### src/rtl/uart_tx_frame_generator_pkg.sv
// uart_tx_frame_generator_pkg
// Shared definitions for the UART transmit frame generator: FSM state
// encodings, LCR word-length codes, the default oversample ratio, the stop
// length constants, and small helpers for parity and stop-length arithmetic.
// No ports (package).

package uart_tx_frame_generator_pkg;

    typedef enum logic [2:0] {
        ST_IDLE   = 3'd0,
        ST_START  = 3'd1,
        ST_DATA   = 3'd2,
        ST_PARITY = 3'd3,
        ST_STOP   = 3'd4
    } tx_state_t;

    localparam logic [1:0] WLS_5 = 2'b00;
    localparam logic [1:0] WLS_6 = 2'b01;
    localparam logic [1:0] WLS_7 = 2'b10;
    localparam logic [1:0] WLS_8 = 2'b11;

    localparam int OVERSAMPLE_DEF = 16;

    // Stop lengths expressed in half-bit periods, so 1.5 stop bits stays integral.
    localparam int STOP_HALVES_1   = 2;
    localparam int STOP_HALVES_1P5 = 3;
    localparam int STOP_HALVES_2   = 4;

    function automatic logic [7:0] word_mask(input logic [1:0] wls);
        case (wls)
            WLS_5:   word_mask = 8'h1F;
            WLS_6:   word_mask = 8'h3F;
            WLS_7:   word_mask = 8'h7F;
            default: word_mask = 8'hFF;
        endcase
    endfunction

    function automatic logic parity_bit(input logic [7:0] data,
                                        input logic [1:0] wls,
                                        input logic       eps,
                                        input logic       sp);
        logic x;
        x = ^(data & word_mask(wls));
        if (sp)
            parity_bit = ~eps;
        else if (eps)
            parity_bit = x;
        else
            parity_bit = ~x;
    endfunction

    function automatic int stop_ticks(input int         os,
                                      input logic       stb,
                                      input logic [1:0] wls);
        int halves;
        if (!stb)
            halves = STOP_HALVES_1;
        else if (wls == WLS_5)
            halves = STOP_HALVES_1P5;
        else
            halves = STOP_HALVES_2;
        stop_ticks = (os / 2) * halves;
    endfunction

endpackage

### src/rtl/uart_tx_frame_generator_counter_en.sv
// counter_en
// Generic enabled up-counter with synchronous clear; clear wins over enable.
// Ports:
//   clk           - clock, rising edge
//   reset_b       - asynchronous active-low reset, clears count
//   en            - increment by one when high
//   counter_clear - synchronous clear to zero
//   count         - current count value

module counter_en #(
    parameter int COUNTER_WIDTH = 3
) (
    input  logic                     clk,
    input  logic                     reset_b,
    input  logic                     en,
    input  logic                     counter_clear,
    output logic [COUNTER_WIDTH-1:0] count
);

    always_ff @(posedge clk or negedge reset_b) begin
        if (!reset_b)
            count <= '0;
        else if (counter_clear)
            count <= '0;
        else if (en)
            count <= count + COUNTER_WIDTH'(1);
    end

endmodule

### src/rtl/uart_tx_frame_generator.sv
// uart_tx_frame_generator
// Transmit frame engine: takes one word over a valid/ready handshake and
// serializes start, 5-8 data bits (LSB first), optional parity and
// 1/1.5/2 stop bits onto txd, timed by the oversampled baud tick.
// Ports:
//   pclk, preset        - clock and asynchronous active-high reset
//   baud_tick           - one-pclk pulse at OVERSAMPLE x baud rate
//   tx_data/tx_valid    - word offered for transmission
//   tx_ready            - idle, a word may be accepted this cycle
//   wls,pen,eps,sp,stb  - line control, latched with the word
//   bc                  - break control, forces txd low (registered)
//   txd                 - registered serial output
//   tx_busy             - frame in progress
//   tx_done             - one-cycle pulse as the frame completes
//
// state   | meaning
// --------+--------------------------------------------
// IDLE    | line marking, ready for a word
// START   | start bit (low) for one bit period
// DATA    | data bits LSB first, bit_cnt 0..wls+4
// PARITY  | parity bit for one bit period (pen only)
// STOP    | stop bits (high), 1, 1.5 or 2 bit periods

module uart_tx_frame_generator
    import uart_tx_frame_generator_pkg::*;
#(
    parameter int OVERSAMPLE = OVERSAMPLE_DEF,
    parameter int DATA_W     = 8
) (
    input  logic              pclk,
    input  logic              preset,
    input  logic              baud_tick,
    input  logic [DATA_W-1:0] tx_data,
    input  logic              tx_valid,
    output logic              tx_ready,
    input  logic [1:0]        wls,
    input  logic              pen,
    input  logic              eps,
    input  logic              sp,
    input  logic              stb,
    input  logic              bc,
    output logic              txd,
    output logic              tx_busy,
    output logic              tx_done
);

    // Wide enough for the longest stop period (2 bit periods).
    localparam int TICK_W = $clog2(2 * OVERSAMPLE);

    tx_state_t         state;
    tx_state_t         state_next;
    logic [TICK_W-1:0] tick_cnt;
    logic [TICK_W-1:0] tick_last;
    logic [DATA_W-1:0] data_q;
    logic [1:0]        wls_q;
    logic              pen_q;
    logic              eps_q;
    logic              sp_q;
    logic              stb_q;
    logic [2:0]        bit_cnt;
    logic [2:0]        bit_last;
    logic [2:0]        bit_idx_next;
    logic              accept;
    logic              bit_end;
    logic              data_leave;
    logic              done_next;
    logic              line_next;
    logic              txd_next;
    logic              par_q;
    logic              preset_b;

    assign preset_b = ~preset;
    assign tx_ready = (state == ST_IDLE);
    assign tx_busy  = (state != ST_IDLE);
    assign bit_last = {1'b0, wls_q} + 3'd4;
    assign par_q    = parity_bit(data_q, wls_q, eps_q, sp_q);

    // The stop period is the only one that is not exactly one bit long.
    always_comb begin
        tick_last = TICK_W'(OVERSAMPLE - 1);
        if (state == ST_STOP)
            tick_last = TICK_W'(stop_ticks(OVERSAMPLE, stb_q, wls_q) - 1);
    end

    assign bit_end = baud_tick && (state != ST_IDLE) && (tick_cnt == tick_last);

    always_ff @(posedge pclk or posedge preset) begin
        if (preset)
            tick_cnt <= '0;
        else if (state == ST_IDLE || bit_end)
            tick_cnt <= '0;
        else if (baud_tick)
            tick_cnt <= tick_cnt + TICK_W'(1);
    end

    counter_en #(
        .COUNTER_WIDTH (3)
    ) u_bit_cnt (
        .clk           (pclk),
        .reset_b       (preset_b),
        .en            (bit_end && (state == ST_DATA)),
        .counter_clear (data_leave),
        .count         (bit_cnt)
    );

    always_ff @(posedge pclk or posedge preset) begin
        if (preset)
            state <= ST_IDLE;
        else
            state <= state_next;
    end

    always_comb begin
        state_next = state;
        accept     = 1'b0;
        data_leave = 1'b0;
        done_next  = 1'b0;
        case (state)
            ST_IDLE: begin
                if (tx_valid) begin
                    accept     = 1'b1;
                    state_next = ST_START;
                end
            end
            ST_START: begin
                if (bit_end)
                    state_next = ST_DATA;
            end
            ST_DATA: begin
                if (bit_end && (bit_cnt == bit_last)) begin
                    data_leave = 1'b1;
                    state_next = pen_q ? ST_PARITY : ST_STOP;
                end
            end
            ST_PARITY: begin
                if (bit_end)
                    state_next = ST_STOP;
            end
            ST_STOP: begin
                if (bit_end) begin
                    done_next  = 1'b1;
                    state_next = ST_IDLE;
                end
            end
            default: state_next = ST_IDLE;
        endcase
    end

    // txd is registered, so the line level is derived from where the FSM is
    // going, including the data bit index it will hold after this edge.
    assign bit_idx_next = (state == ST_DATA && bit_end) ? bit_cnt + 3'd1 : bit_cnt;

    always_comb begin
        line_next = 1'b1;
        case (state_next)
            ST_START:  line_next = 1'b0;
            ST_DATA:   line_next = data_q[bit_idx_next];
            ST_PARITY: line_next = par_q;
            default:   line_next = 1'b1;
        endcase
    end

    assign txd_next = bc ? 1'b0 : line_next;

    always_ff @(posedge pclk or posedge preset) begin
        if (preset) begin
            txd     <= 1'b1;
            tx_done <= 1'b0;
        end else begin
            txd     <= txd_next;
            tx_done <= done_next;
        end
    end

    always_ff @(posedge pclk or posedge preset) begin
        if (preset) begin
            data_q <= '0;
            wls_q  <= WLS_5;
            pen_q  <= 1'b0;
            eps_q  <= 1'b0;
            sp_q   <= 1'b0;
            stb_q  <= 1'b0;
        end else if (accept) begin
            data_q <= tx_data;
            wls_q  <= wls;
            pen_q  <= pen;
            eps_q  <= eps;
            sp_q   <= sp;
            stb_q  <= stb;
        end
    end

endmodule

### config.mk
export PLATFORM = sky130hd
export DESIGN_NAME = uart_tx_frame_generator
export DESIGN_NICKNAME = d
export VERILOG_FILES = /design/src/rtl/uart_tx_frame_generator_pkg.sv /design/src/rtl/uart_tx_frame_generator_counter_en.sv /design/src/rtl/uart_tx_frame_generator.sv
export SDC_FILE = /design/constraint.sdc
export NUM_CORES = 1
export LEC_CHECK = 0
export BUFFER_PORTS_ARGS = -buffer_cell sky130_fd_sc_hd__buf_2
export CAP_MARGIN = 20
export CORE_MARGIN = 5
export CORE_UTILIZATION = 30
export DETAILED_ROUTE_END_ITERATION = 12
export SLEW_MARGIN = 5
export SYNTH_ARGS = -nofsm -noshare
export SYNTH_HDL_FRONTEND = slang
export SYNTH_SLANG_ARGS = --single-unit
### constraint.sdc
create_clock -name pclk -period 1.95 [get_ports pclk]
set_input_delay 0.2925 -clock pclk [delete_from_list [all_inputs] [get_ports pclk]]
set_output_delay 0.2925 -clock pclk [all_outputs]
set_load 0.01 [all_outputs]
==> results.ini <==
[synthesis]
yosysSeqAreaShare_pct=46.16
synthesis.area_um2=1466
ys_seq_elements=27
synth_fp_nets=147
yosys_warnings=0
avgSynthCellArea_um2=11.64
synth_cell_type_count=41
synthCells=126

[final_layout]
utilization_pct=41.62
diodes=0
area_delta_synth_final_pct=34.04
drive_gt1_share_pct=46.86
layoutNonFillerInstCount=242
layout_commonest_cell=dfrtp_1
layout_common_cells=dfrtp_1, buf_2, buf_4
nets=197

[routing]
viasPerCell=4.723
final_antenna_net_count=0
drt_iter0_drc=62
vias=1143
dr.pass1.iters=4
routed_wirelength_um=3437
wl_per_cell_um=14.20
drc_errors=0

[critical_path]
reg2reg_slack_ns=-0.25
rr_startpoint=stb_q
path_buf_inv=1
path_common_cell=mux2i_1
slowest_delay_ns=0.44
path_cells=nor4bb_4 -> or3b_4 -> a211oi_4 -> xnor2_2 -> buf_4 -> mux2i_1 -> mux2i_1 -> a31oi_1
crit_path_end_kind=register
start_kind=register
cp_slowest_cell=or3b_4
endpoint=txd
arrival_ns=2.40
critPathMaxFanout=4
required_ns=2.15
cp.depth=8
rr_worst_depth=8
crit_start=stb_q
path_delay_family=simple AND/OR/NAND/NOR gates
r2r-end=txd
critical_path_class=register to register

[floorplan]
initial_core_util_pct=31.05
die_h_um=79.92
io_pins=23
die-area_um2=6386
core_um2=4723
die_w_um=79.92
rows=25

[global_route]
grt_max_degree=28
grtUsageTotal_pct=11.97
grt_pass1_vias=1277
grt.overflow.total=0
grt_antenna_before_repair=0
grt_pass1_wl_um=5961

[power_and_ir_drop]
p_leak_uw=0.0009183
worst_ir_drop_vdd_uv=690.7
p_per_area_nw_per_um2=1203

[sta]
min_period_over_period_pct=112.7
post-route-min-period_ns=2.198
fin_worst_skew_ns=0.005496
rsz0062_at_grt=yes
setup_viol=3
worstMarginPinSlew_ns=0.3823
slew_viol_final=0
timing_hold_violations_final=0
maxSlewHeadroom_pct=74.17
timing.final.ws_setup_ns=-0.2480
fmax_mhz=455.0

[placement]
port_buffers=22
gp_congestion=0.7690
dp_hpwl_um=2394
dp_cells=229
dp_slack_ns=-0.2470

[clocking]
path_clk_slew_ns=0.10
cts_inserted_buffers=3
clk_latency_ns=0.28
cts.sink_count=27
hold_buffers=0
root_buffer=clkbuf_8
cts_tree=built
clk_path_buf_depth=2
ctsHtreeMaxLevel=1

[run_status]
violations=setup timing
outcome=finished, violations left

[run]
maxCapViolations=0

[hold_path]
hold_class=input port to asynchronous set/reset pin

==> kinds of logic (layout without fill, tap and decap cells) <==
logic type	after synthesis	after routing	synth area share, %
fa+ha+maj	2	2	1.706
xor+xnor	13	13	9.215
flops	27	27	46.16
simple gates	33	33	13.06
mux	22	22	16.13
buf+inv	8	57	2.559
compound gates	21	21	11.18
==> what timing repair did <==
item                       4_1_cts  5_1_grt
pin swaps                        7        5
buffers inserted                 5        4
gates resized for setup          9        6
setup endpoints to repair       15       18
gates cloned                     1        0
==> routing by layer <==
metal | global-route usage (%) | share of wire (%)
met5 | 0 | 0
met4 | 3.209 | 1.3
met3 | 3.273 | 5.2
met2 | 20.45 | 50
met1 | 14.73 | 43
==> stage by stage <==
step	hold slack [ns]	power [uW]	cell area (um^2)	TNS [ns]
floorplan	0.3445	1659	1470	-0.2723
global placement	0.3634	1928	1782	-0.1816
detailed placement	0.3823	2000	1782	-0.3352
CTS	0.07349	2380	1927	-0.3347
global route	0.09957	2538	1966	-0.8201
finish	0.07146	2364	1966	-0.5049
==> worst register-to-register path: stages, from the launching register on <==
cell and delay (ns):
dfrtp_1 0.39, nor4bb_4 0.17, or3b_4 0.44, a211oi_4 0.31, xnor2_2 0.18, buf_4 0.17
mux2i_1 0.21, mux2i_1 0.10, a31oi_1 0.15
==> power by group <==
group / internal [uW] / switching (uW) / total (uW)
clock: 143 / 180 / 323
sequential: 763 / 179 / 942
combinational: 681 / 418 / 1100
==> layout make-up <==
| cell class | count | area [um^2] |
|---|---|---|
| Multi-Input combinational cell | 91 | 799.5 |
| Fill cell | 469 | 2758 |
| Tap cell | 67 | 83.83 |
| Inverter | 5 | 21.27 |
| Sequential cell | 27 | 676.9 |
| Timing Repair Buffer | 48 | 337.8 |
| Clock inverter | 1 | 5.005 |
| Clock buffer | 3 | 41.29 |
==> sequential cells by signal (all words and copies together), names as in the netlist <==
signal,flops
wls_q,2
u_bit_cnt.count,3
eps_q,1
txd,1
state,3
sp_q,1
stb_q,1
data_q,8
pen_q,1
tick_cnt,5
tx_done,1
==> cell usage after synthesis <==
master	number	area, um^2
xnor2_1	7	61.31
o21a_1	1	7.510
nand2_1	6	22.52
a21o_2	1	8.760
xnor3_1	1	22.52
nand3b_1	1	7.510
xnor2_2	1	16.27
o21bai_4	1	18.77
mux2_2	13	146.4
dfrtp_1	26	650.6
clkbuf_1	1	3.750
and3b_1	1	8.760
inv_1	5	18.77
and2_1	1	6.260
ha_1	2	25.02
o21ai_0	5	25.02
and3_1	1	6.260
or3_2	1	7.510
nor2b_1	1	6.260
a211oi_2	1	12.51
or3b_4	1	11.26
a21o_1	1	7.510
a31oi_1	1	6.260
nor4bb_2	1	16.27
clkdlybuf4s15_1	1	10.01
nand4_1	2	12.51
o211ai_2	1	12.51
nor3b_1	1	7.510
a21oi_1	6	30.03
nor4bb_1	1	10.01
mux2i_1	9	90.09
buf_2	1	5.000
dfstp_2	1	26.28
nor3_1	3	15.01
a21boi_0	1	7.510
xor2_1	4	35.03
nand3_1	2	10.01
nor2_1	9	33.78
a211oi_4	1	20.02
o21bai_1	1	7.510
or4b_2	1	10.01
==> how the worst min path moves through the flow <==
stage / from / endpoint / slack (ns) / cells past startpoint
finish: preset / wls_q[0] / 0.07 / 3
global route: preset / eps_q / 0.1 / 3
CTS: preset / eps_q / 0.07 / 3
detailed placement: preset / eps_q / 0.38 / 3
global placement: preset / eps_q / 0.36 / 3
floorplan: preset / data_q[0] / 0.34 / 1
No activity file was read; power rests on OpenSTA's default activity.
